## config.mk

```make
export PLATFORM = sky130hd
export DESIGN_NAME = crc_frame_serializer
export DESIGN_NICKNAME = d
export VERILOG_FILES = /design/src/rtl/crc_pkg.sv /design/src/rtl/word_shifter.sv /design/src/rtl/crc_frame_serializer.sv
export SDC_FILE = /design/constraint.sdc
export NUM_CORES = 1
export LEC_CHECK = 0
export ABC_AREA = 1
export BUFFER_PORTS_ARGS = -buffer_cell sky130_fd_sc_hd__buf_2
export CAP_MARGIN = 40
export CORE_MARGIN = 2
export CORE_UTILIZATION = 56
export CTS_BUF_LIST = sky130_fd_sc_hd__clkbuf_8
export DETAILED_ROUTE_END_ITERATION = 7
export PLACE_DENSITY = 0.79
export SLEW_MARGIN = 15
export SYNTH_ARGS = -nofsm -noshare
export SYNTH_HDL_FRONTEND = slang
export SYNTH_SLANG_ARGS = --single-unit
```

## constraint.sdc

```tcl
create_clock -name clk -period 4.1 [get_ports clk]
set_input_delay 0.41 -clock clk [delete_from_list [all_inputs] [get_ports clk]]
set_output_delay 0.41 -clock clk [all_outputs]
set_load 0.05 [all_outputs]
```

## src/rtl/crc_pkg.sv

```systemverilog
// Shared types and constants for the CRC frame serializer.
package crc_pkg;

    // Frame-level controller states
    typedef enum logic [2:0] {
        IDLE   = 3'd0,
        INIT   = 3'd1,
        SHIFT  = 3'd2,
        HOLD   = 3'd3,
        SETTLE = 3'd4,
        DONE   = 3'd5
    } state_t;

    // In CRC-8 mode only the low byte of the engine result is meaningful
    localparam logic [15:0] CRC8_MASK = 16'h00FF;

    localparam logic CRC_MODE_8  = 1'b0;
    localparam logic CRC_MODE_16 = 1'b1;

    // Word counter increment that sticks at all-ones instead of wrapping
    function automatic logic [15:0] sat_inc16(input logic [15:0] v);
        return (v == 16'hFFFF) ? v : v + 16'd1;
    endfunction

endpackage

```

## src/rtl/word_shifter.sv

```systemverilog
// Loadable MSB-first shift register with a bit counter that flags the
// final bit of the word currently being shifted out.
module word_shifter #(
    parameter int WORD_W = 32
) (
    input  logic              clk,
    input  logic              rst,
    input  logic              load,
    input  logic [WORD_W-1:0] load_data,
    input  logic              shift_en,
    output logic              ser_bit,
    output logic              last_bit
);

    localparam int CNT_W = (WORD_W > 1) ? $clog2(WORD_W) : 1;
    localparam logic [CNT_W-1:0] CNT_LAST = CNT_W'(WORD_W - 1);

    logic [WORD_W-1:0] shreg_q, shreg_d;
    logic [CNT_W-1:0]  cnt_q, cnt_d;

    assign ser_bit  = shreg_q[WORD_W-1];
    assign last_bit = (cnt_q == CNT_LAST);

    // Load takes priority so a new word can replace the last bit with no bubble
    always_comb begin
        shreg_d = shreg_q;
        cnt_d   = cnt_q;
        if (load) begin
            shreg_d = load_data;
            cnt_d   = '0;
        end else if (shift_en) begin
            shreg_d = {shreg_q[WORD_W-2:0], 1'b0};
            cnt_d   = last_bit ? '0 : cnt_q + 1'b1;
        end
    end

    // Shift register and bit counter storage
    always_ff @(posedge clk or posedge rst) begin
        if (rst) begin
            shreg_q <= '0;
            cnt_q   <= '0;
        end else begin
            shreg_q <= shreg_d;
            cnt_q   <= cnt_d;
        end
    end

endmodule

```

## src/rtl/crc_frame_serializer.sv

```systemverilog
// Frame front-end for a bit-serial CRC engine: accepts words on a
// valid/ready stream, initialises the engine, serialises each word
// MSB-first and captures the engine result at the end of the frame.
module crc_frame_serializer
    import crc_pkg::*;
#(
    parameter int WORD_W = 32,
    parameter int CRC_W  = 16
) (
    input  logic              clk,
    input  logic              rst,
    input  logic [WORD_W-1:0] s_data,
    input  logic              s_valid,
    input  logic              s_last,
    output logic              s_ready,
    input  logic              cfg_mode,
    input  logic [CRC_W-1:0]  cfg_poly,
    output logic              crc_init,
    output logic              ser_data,
    output logic              ser_valid,
    output logic              crc_mode,
    output logic [CRC_W-1:0]  polynomial,
    input  logic [CRC_W-1:0]  crc_in,
    output logic [CRC_W-1:0]  frame_crc,
    output logic              frame_crc_valid,
    output logic [15:0]       frame_words,
    output logic              busy
);

    localparam logic [CRC_W-1:0] MASK8 = CRC_W'(CRC8_MASK);

    state_t            state_q, state_d;
    logic              last_word_q, last_word_d;
    logic              mode_q, mode_d;
    logic [CRC_W-1:0]  poly_q, poly_d;
    logic [15:0]       count_q, count_d;
    logic [CRC_W-1:0]  frame_crc_q, frame_crc_d;
    logic [15:0]       frame_words_q, frame_words_d;

    logic              load;
    logic              shift_en;
    logic              ready_int;
    logic              sh_bit;
    logic              sh_last_bit;

    word_shifter #(
        .WORD_W (WORD_W)
    ) u_shifter (
        .clk       (clk),
        .rst       (rst),
        .load      (load),
        .load_data (s_data),
        .shift_en  (shift_en),
        .ser_bit   (sh_bit),
        .last_bit  (sh_last_bit)
    );

    // Next-state, handshake and capture decisions for the frame controller
    always_comb begin
        state_d       = state_q;
        last_word_d   = last_word_q;
        mode_d        = mode_q;
        poly_d        = poly_q;
        count_d       = count_q;
        frame_crc_d   = frame_crc_q;
        frame_words_d = frame_words_q;
        load          = 1'b0;
        shift_en      = 1'b0;
        ready_int     = 1'b0;

        case (state_q)
            IDLE: begin
                ready_int = 1'b1;
                if (s_valid) begin
                    load        = 1'b1;
                    mode_d      = cfg_mode;
                    poly_d      = cfg_poly;
                    count_d     = 16'd1;
                    last_word_d = s_last;
                    state_d     = INIT;
                end
            end
            INIT: begin
                state_d = SHIFT;
            end
            SHIFT: begin
                shift_en = 1'b1;
                if (sh_last_bit) begin
                    if (last_word_q) begin
                        state_d = SETTLE;
                    end else begin
                        // Next word may arrive on the final bit for gapless output
                        ready_int = 1'b1;
                        if (s_valid) begin
                            load        = 1'b1;
                            count_d     = sat_inc16(count_q);
                            last_word_d = s_last;
                        end else begin
                            state_d = HOLD;
                        end
                    end
                end
            end
            HOLD: begin
                ready_int = 1'b1;
                if (s_valid) begin
                    load        = 1'b1;
                    count_d     = sat_inc16(count_q);
                    last_word_d = s_last;
                    state_d     = SHIFT;
                end
            end
            SETTLE: begin
                // Engine has absorbed the final bit by now; capture its result
                frame_crc_d   = (mode_q == CRC_MODE_16) ? crc_in : (crc_in & MASK8);
                frame_words_d = count_q;
                state_d       = DONE;
            end
            DONE: begin
                state_d = IDLE;
            end
            default: begin
                state_d = IDLE;
            end
        endcase
    end

    // Controller state and per-frame registers
    always_ff @(posedge clk or posedge rst) begin
        if (rst) begin
            state_q       <= IDLE;
            last_word_q   <= 1'b0;
            mode_q        <= 1'b0;
            poly_q        <= '0;
            count_q       <= '0;
            frame_crc_q   <= '0;
            frame_words_q <= '0;
        end else begin
            state_q       <= state_d;
            last_word_q   <= last_word_d;
            mode_q        <= mode_d;
            poly_q        <= poly_d;
            count_q       <= count_d;
            frame_crc_q   <= frame_crc_d;
            frame_words_q <= frame_words_d;
        end
    end

    // Ready is masked by reset so it stays low while the reset input is held
    assign s_ready         = ready_int & ~rst;
    assign crc_init        = (state_q == INIT);
    assign ser_valid       = (state_q == SHIFT);
    assign ser_data        = ser_valid & sh_bit;
    assign frame_crc_valid = (state_q == DONE);
    assign busy            = (state_q != IDLE);
    assign crc_mode        = mode_q;
    assign polynomial      = poly_q;
    assign frame_crc       = frame_crc_q;
    assign frame_words     = frame_words_q;

endmodule

```

After elaboration in Yosys (flattened, before gate mapping)
Index checks and enable logic that the tools add are counted.
Storage, ports and cells
  bits in registers: 106
  input port bits: 69
  output and inout port bits: 55
Cells by class
  $add $sub $neg: 2
  equal/unequal tests: 13
  multiplexer cells: 31
  bitwise gates (word level): 3
  reduce and logical (&&, ||, !) cells: 10
Operators by type and width (count)
  two-way mux 16 bit: 6
  two-way mux 32 bit: 2
  one-hot mux 16 bit (3 select lines): 1
  adder 16 x 1 -> 16 bit (second input constant): 1
  equality test 16 bit (second input constant): 1
  two-way mux 3 bit: 5
  two-way mux 5 bit: 3
  one-hot mux 3 bit (5 select lines): 1
  two-way mux 1 bit: 10
  AND reduction 4 bit: 2
  equality test 3 x 2 -> 1 bit (second input constant): 2
  equality test 3 bit (second input constant): 2
  != test 2 bit (second input constant): 3
  one-hot mux 1 bit (2 select lines): 3
  nonzero test 3 bit: 2
  adder 5 x 1 -> 5 bit (second input constant): 1
  equality test 5 bit (second input constant): 1
  != test 2 x 1 -> 1 bit (second input constant): 2
  nonzero test 2 bit: 2
  equality test 3 x 1 -> 1 bit (second input constant): 1
  zero test 3 bit: 1
  != test 3 x 2 -> 1 bit (second input constant): 1
  AND reduction 3 bit: 1
  bitwise AND 1 bit: 2
  other kinds (3): 3

Longest topological paths before layout
  depth after elaboration: 6
  mapped depth: 11
  depth with buffers taken out: 10

By module
From an unflattened synthesis, not the netlist that was laid out.
Second synthesis, totals
  cells, all modules: 550
  area total of the unflattened synthesis: 4994.8 µm²
Modules (own cells, without submodules)
  crc_frame_serializer: times used 1, cells an instance 356, area each 3213.1 µm²
  word_shifter: times used 1, cells an instance 194, area each 1781.7 µm²

Worst setup path after synthesis
Ideal clock, no wire load.
  kind: register to output
  start point: reg state_q[0]
  end point: out s_ready
  arrival time: 1838 ps
  required time: 3690 ps
  slack: 1852 ps
  cell stages (with the launch flop): 8
  path buffers: 0
  cell sequence: dfrtp_1 > nor2_4 > nand2_2 > nand2_2 > inv_2 > o21ai_2 > inv_1 > nor2_1
On the way
  longest elaborated chain between the ends: 4
  elaborated cells on any way between the ends: 6
  those cells by class: eq/ne (2); mux (1); bitwise (1); reduce/logical (2)
Ends and longest elaborated chain
  start, declared: RTL line crc_frame_serializer.sv:32  | state_t state_q, state_d;
  start signal, assigned: RTL line crc_frame_serializer.sv:139  | state_q <= state_d;
  equality test 3 x 2 -> 1 bit / zero test 3 bit (equally long branches): RTL line crc_frame_serializer.sv:71  | case (state_q)
  OR reduction 2 bit (no source line)
  one-hot mux 1 bit (2 select lines) *: RTL line crc_frame_serializer.sv:71
  bitwise AND 1 bit *: RTL line crc_frame_serializer.sv:150  | assign s_ready = ready_int & ~rst;
  end, declared: RTL line crc_frame_serializer.sv:15  | output logic s_ready,
Mark *: on every way between the ends. The rest lies on a longest branch, timed or not.

Final worst setup path
  start point: reg state_q[2]
  end point: out s_ready
The elaborated chain is that of the path after synthesis.

==> out/summary.txt <==
CTS tree = built
Setup TNS = 0 ns
Antenna diodes = 0
CTS Sinks = 106
Initial Utilization = 0.572
Vias per std cell = 4.97
H-tree levels = 3
GRT overflow = 0
First drt pass iteration count = 4
Crit path buf inv count = 3
Period utilization = 0.643
Worst-path maximum fanout = 36
Dpl hpwl = 7790 µm
RSZ-0062 raised after global routing = no
Post-Route Utilization = 0.661
Cell Chain, Critical Path = inv_2 -> nand2_2 -> nor2_8 -> nand2_4 -> o21ai_2 -> inv_1 -> nor2_1 -> buf_2
Remaining DRCs = 0
WS Path Type = register to output pin
Relative slew slack = 0.532
Max-slew violations = 0
Crit path time final = 2.64 ns
Post-Syn Area = 5230 µm²
First-pass GRT wire length = 18400 µm
Net Count, Synth = 723
Post-CTS setup buffers = 0
Die area = 10100 µm²
Psw = 2.37 mW
HP Class = input port to asynchronous set/reset pin
YS warnings = 0
FP Rows = 35
Routed WL per cell = 12.4 µm
# Max-Cap Violations = 0
Core region area = 9150 µm²
Leakage = 3.33 nW
Initial DRC Count = 226
# IOs = 124
Clock power share = 0.141
Commonest non-fill, non-tap cells in the layout = nand2_1 (318), buf_2 (123), dfrtp_1 (106), inv_1 (58), nor2_1 (24)
Layout net count = 837
M3 GR Usage = 0.0437
Die W = 101 µm
Commonest non-fill, non-tap cell in the layout = nand2_1
Initial antenna violation count = 0
Routed WL = 10900 µm
Switching Share = 0.507
Root Driver = clkbuf_8
Largest area contributor in the netlist = dfrtp_1
Met2 Use GR = 0.372
Number of global-route vias before repair = 4129
Worst vdd ir = 397 µV
Data arrival, critical path = 2.23 ns
Port bufs = 123
Largest net degree at the start of global routing = 51
Outcome = finished, final reports clean
Worst hold slack = 0.126 ns
Die Y-Extent = 101 µm
R2R Setup Slk = 1.94 ns
Clock latency at the later pin of the worst-skew pair = 0.37 ns
Layout cell share with drive strength beyond 1 = 0.253
Dominant cells by area after synthesis = dfrtp_1 (51%), nand2_1 (23%), inv_1 (4.2%)
Final ANT Viol Nets = 0
Combinational Power Share = 0.501
Num CTS Buffers = 9
Final Skew = 0.0199 ns
Final worst setup slack = 1.46 ns
Deepest clock path buffer count = 2
Pint = 2.31 mW
Resize count post-CTS = 0
Reg2Reg Capture Point = count_q[7]
Yosys cell types = 28
CP required = 3.69 ns
Pre-CTS WS = 1.88 ns
Slowest stage cell, crit path = dfrtp_1
Global placement routability congestion = 0.847
Synth Instances = 651
Gr busiest metal = met2
Area growth syn-to-layout = 15.7%
Critical Path Sink Type = output pin
Grt met1 use = 0.306
Cell area power density = 772 nW/µm²
Actual slew at the worst max-slew pin = 0.701 ns
Worst r2r src = u_shifter.cnt_q[0]
CP startpoint = state_q[2]
Synth top area share = 0.507
#FFs+latches synth = 106
Startpoint types = register
Total global-route track usage = 0.223
Worst-path clk slew = 0.11 ns
# setup viols final = 0
Syn avg cell area = 8.04 µm²
Vias = 4379
CP top delay family = simple AND/OR/NAND/NOR gates
R2R depth = 10
Placed instance area = 5850 µm²
Sequential share of power = 0.358
Highest clock rate = 0.379 GHz
CP Capture Point = s_ready
Hold_buf cts = 0
WP depth = 8
Design Area, Final = 6050 µm²
Final Hold Viols = 0
Largest stage delay, worst path = 0.44 ns
Post-synthesis sequential area ratio = 0.507
[worst register-to-register path, cell delays in order (launching register included)]
cell and delay (ns):
dfrtp_1 0.41, ha_1 0.19, and3_1 0.16, ha_1 0.16, inv_1 0.07, nand3_1 0.15, nand2_1 0.12, nor2_4 0.13
nand3_2 0.39, nand2_1 0.20, o21ai_2 0.06
[synth_stat cells]
library cell / instances
dfrtp_1: 106
and3_1: 1
nand3_2: 3
nand2_1: 318
clkbuf_1: 8
nor2_4: 3
nor2_8: 1
buf_1: 2
o21ai_1: 11
ha_1: 3
o21ai_2: 15
a21oi_1: 3
o22ai_1: 2
buf_6: 12
inv_2: 4
nand2_4: 2
xnor2_1: 2
o21ai_0: 10
buf_2: 1
inv_1: 59
nand3_1: 23
xor2_1: 6
nand4_1: 6
nand2_2: 6
nor2_1: 24
mux2_2: 17
nor2_2: 1
nor3_1: 2
[through the flow]
| stage | std cells | total power, mW |
|---|---|---|
| finish | 881 | 4.67 |
| global route | 881 | 5.03 |
| CTS | 881 | 4.71 |
| detailed placement | 865 | 4.06 |
| global placement | 864 | 3.97 |
| floorplan | 651 | 3.65 |
[worst min path at each step]
stage | endpoint | cells after the start | startpoint
2_1_floorplan | u_shifter.shreg_q[0] | 2 | u_shifter.shreg_q[0]
3_3_place_gp | frame_crc[5] | 2 | frame_crc[5]
3_5_place_dp | frame_words[2] | 2 | frame_words[2]
4_1_cts | u_shifter.shreg_q[14] | 2 | rst
5_1_grt | u_shifter.shreg_q[24] | 2 | rst
6_report | u_shifter.shreg_q[4] | 2 | rst
[registers in the layout, indices dropped and copies added, names as in the netlist]
| signal | cells |
|---|---|
| polynomial | 16 |
| last_word_q | 1 |
| state_q | 3 |
| frame_words | 16 |
| frame_crc | 16 |
| u_shifter.cnt_q | 5 |
| count_q | 16 |
| crc_mode | 1 |
| u_shifter.shreg_q | 32 |
[routing by layer]
| layer | share of wire | vias up | routed length, µm |
|---|---|---|---|
| li1 | - | 2221 | - |
| met1 | 0.46 | 2007 | 5020 |
| met2 | 0.47 | 142 | 5130 |
| met3 | 0.062 | 9 | 674 |
| met4 | 0.0073 | 0 | 80 |
| met5 | 0 | - | 0 |
[power by group through the flow]
| stage | Sequential, mW | Combinational, mW | Clock, mW |
|---|---|---|---|
| 4_1_cts | 1.67 | 2.37 | 0.674 |
| 5_1_grt | 1.72 | 2.60 | 0.717 |
| 6_report | 1.67 | 2.34 | 0.658 |
| 3_5_place_dp | 1.69 | 2.37 | 0 |
| 2_1_floorplan | 2.26 | 1.39 | 0 |
| 3_3_place_gp | 1.67 | 2.30 | 0 |
[cell type report]
type | count | area, µm²
flip-flops and latches | 106 | 2650
multi-input cells | 459 | 2170
clock inverters | 7 | 81.3
inverters | 63 | 239
repair buffers | 126 | 651
fillers | 793 | 3100
well taps | 111 | 139
clock buffers | 9 | 124
[logic make-up after synthesis]
group | share of synthesized area
xor gates and xnor gates | 0.0134
and+or+nand+nor | 0.306
DFF | 0.507
muxes | 0.0366
AOI/OAI and AO/OA | 0.0505
adders and majority gates | 0.00717
buffers and inverters | 0.0791
(Power assumes the default switching activity.)
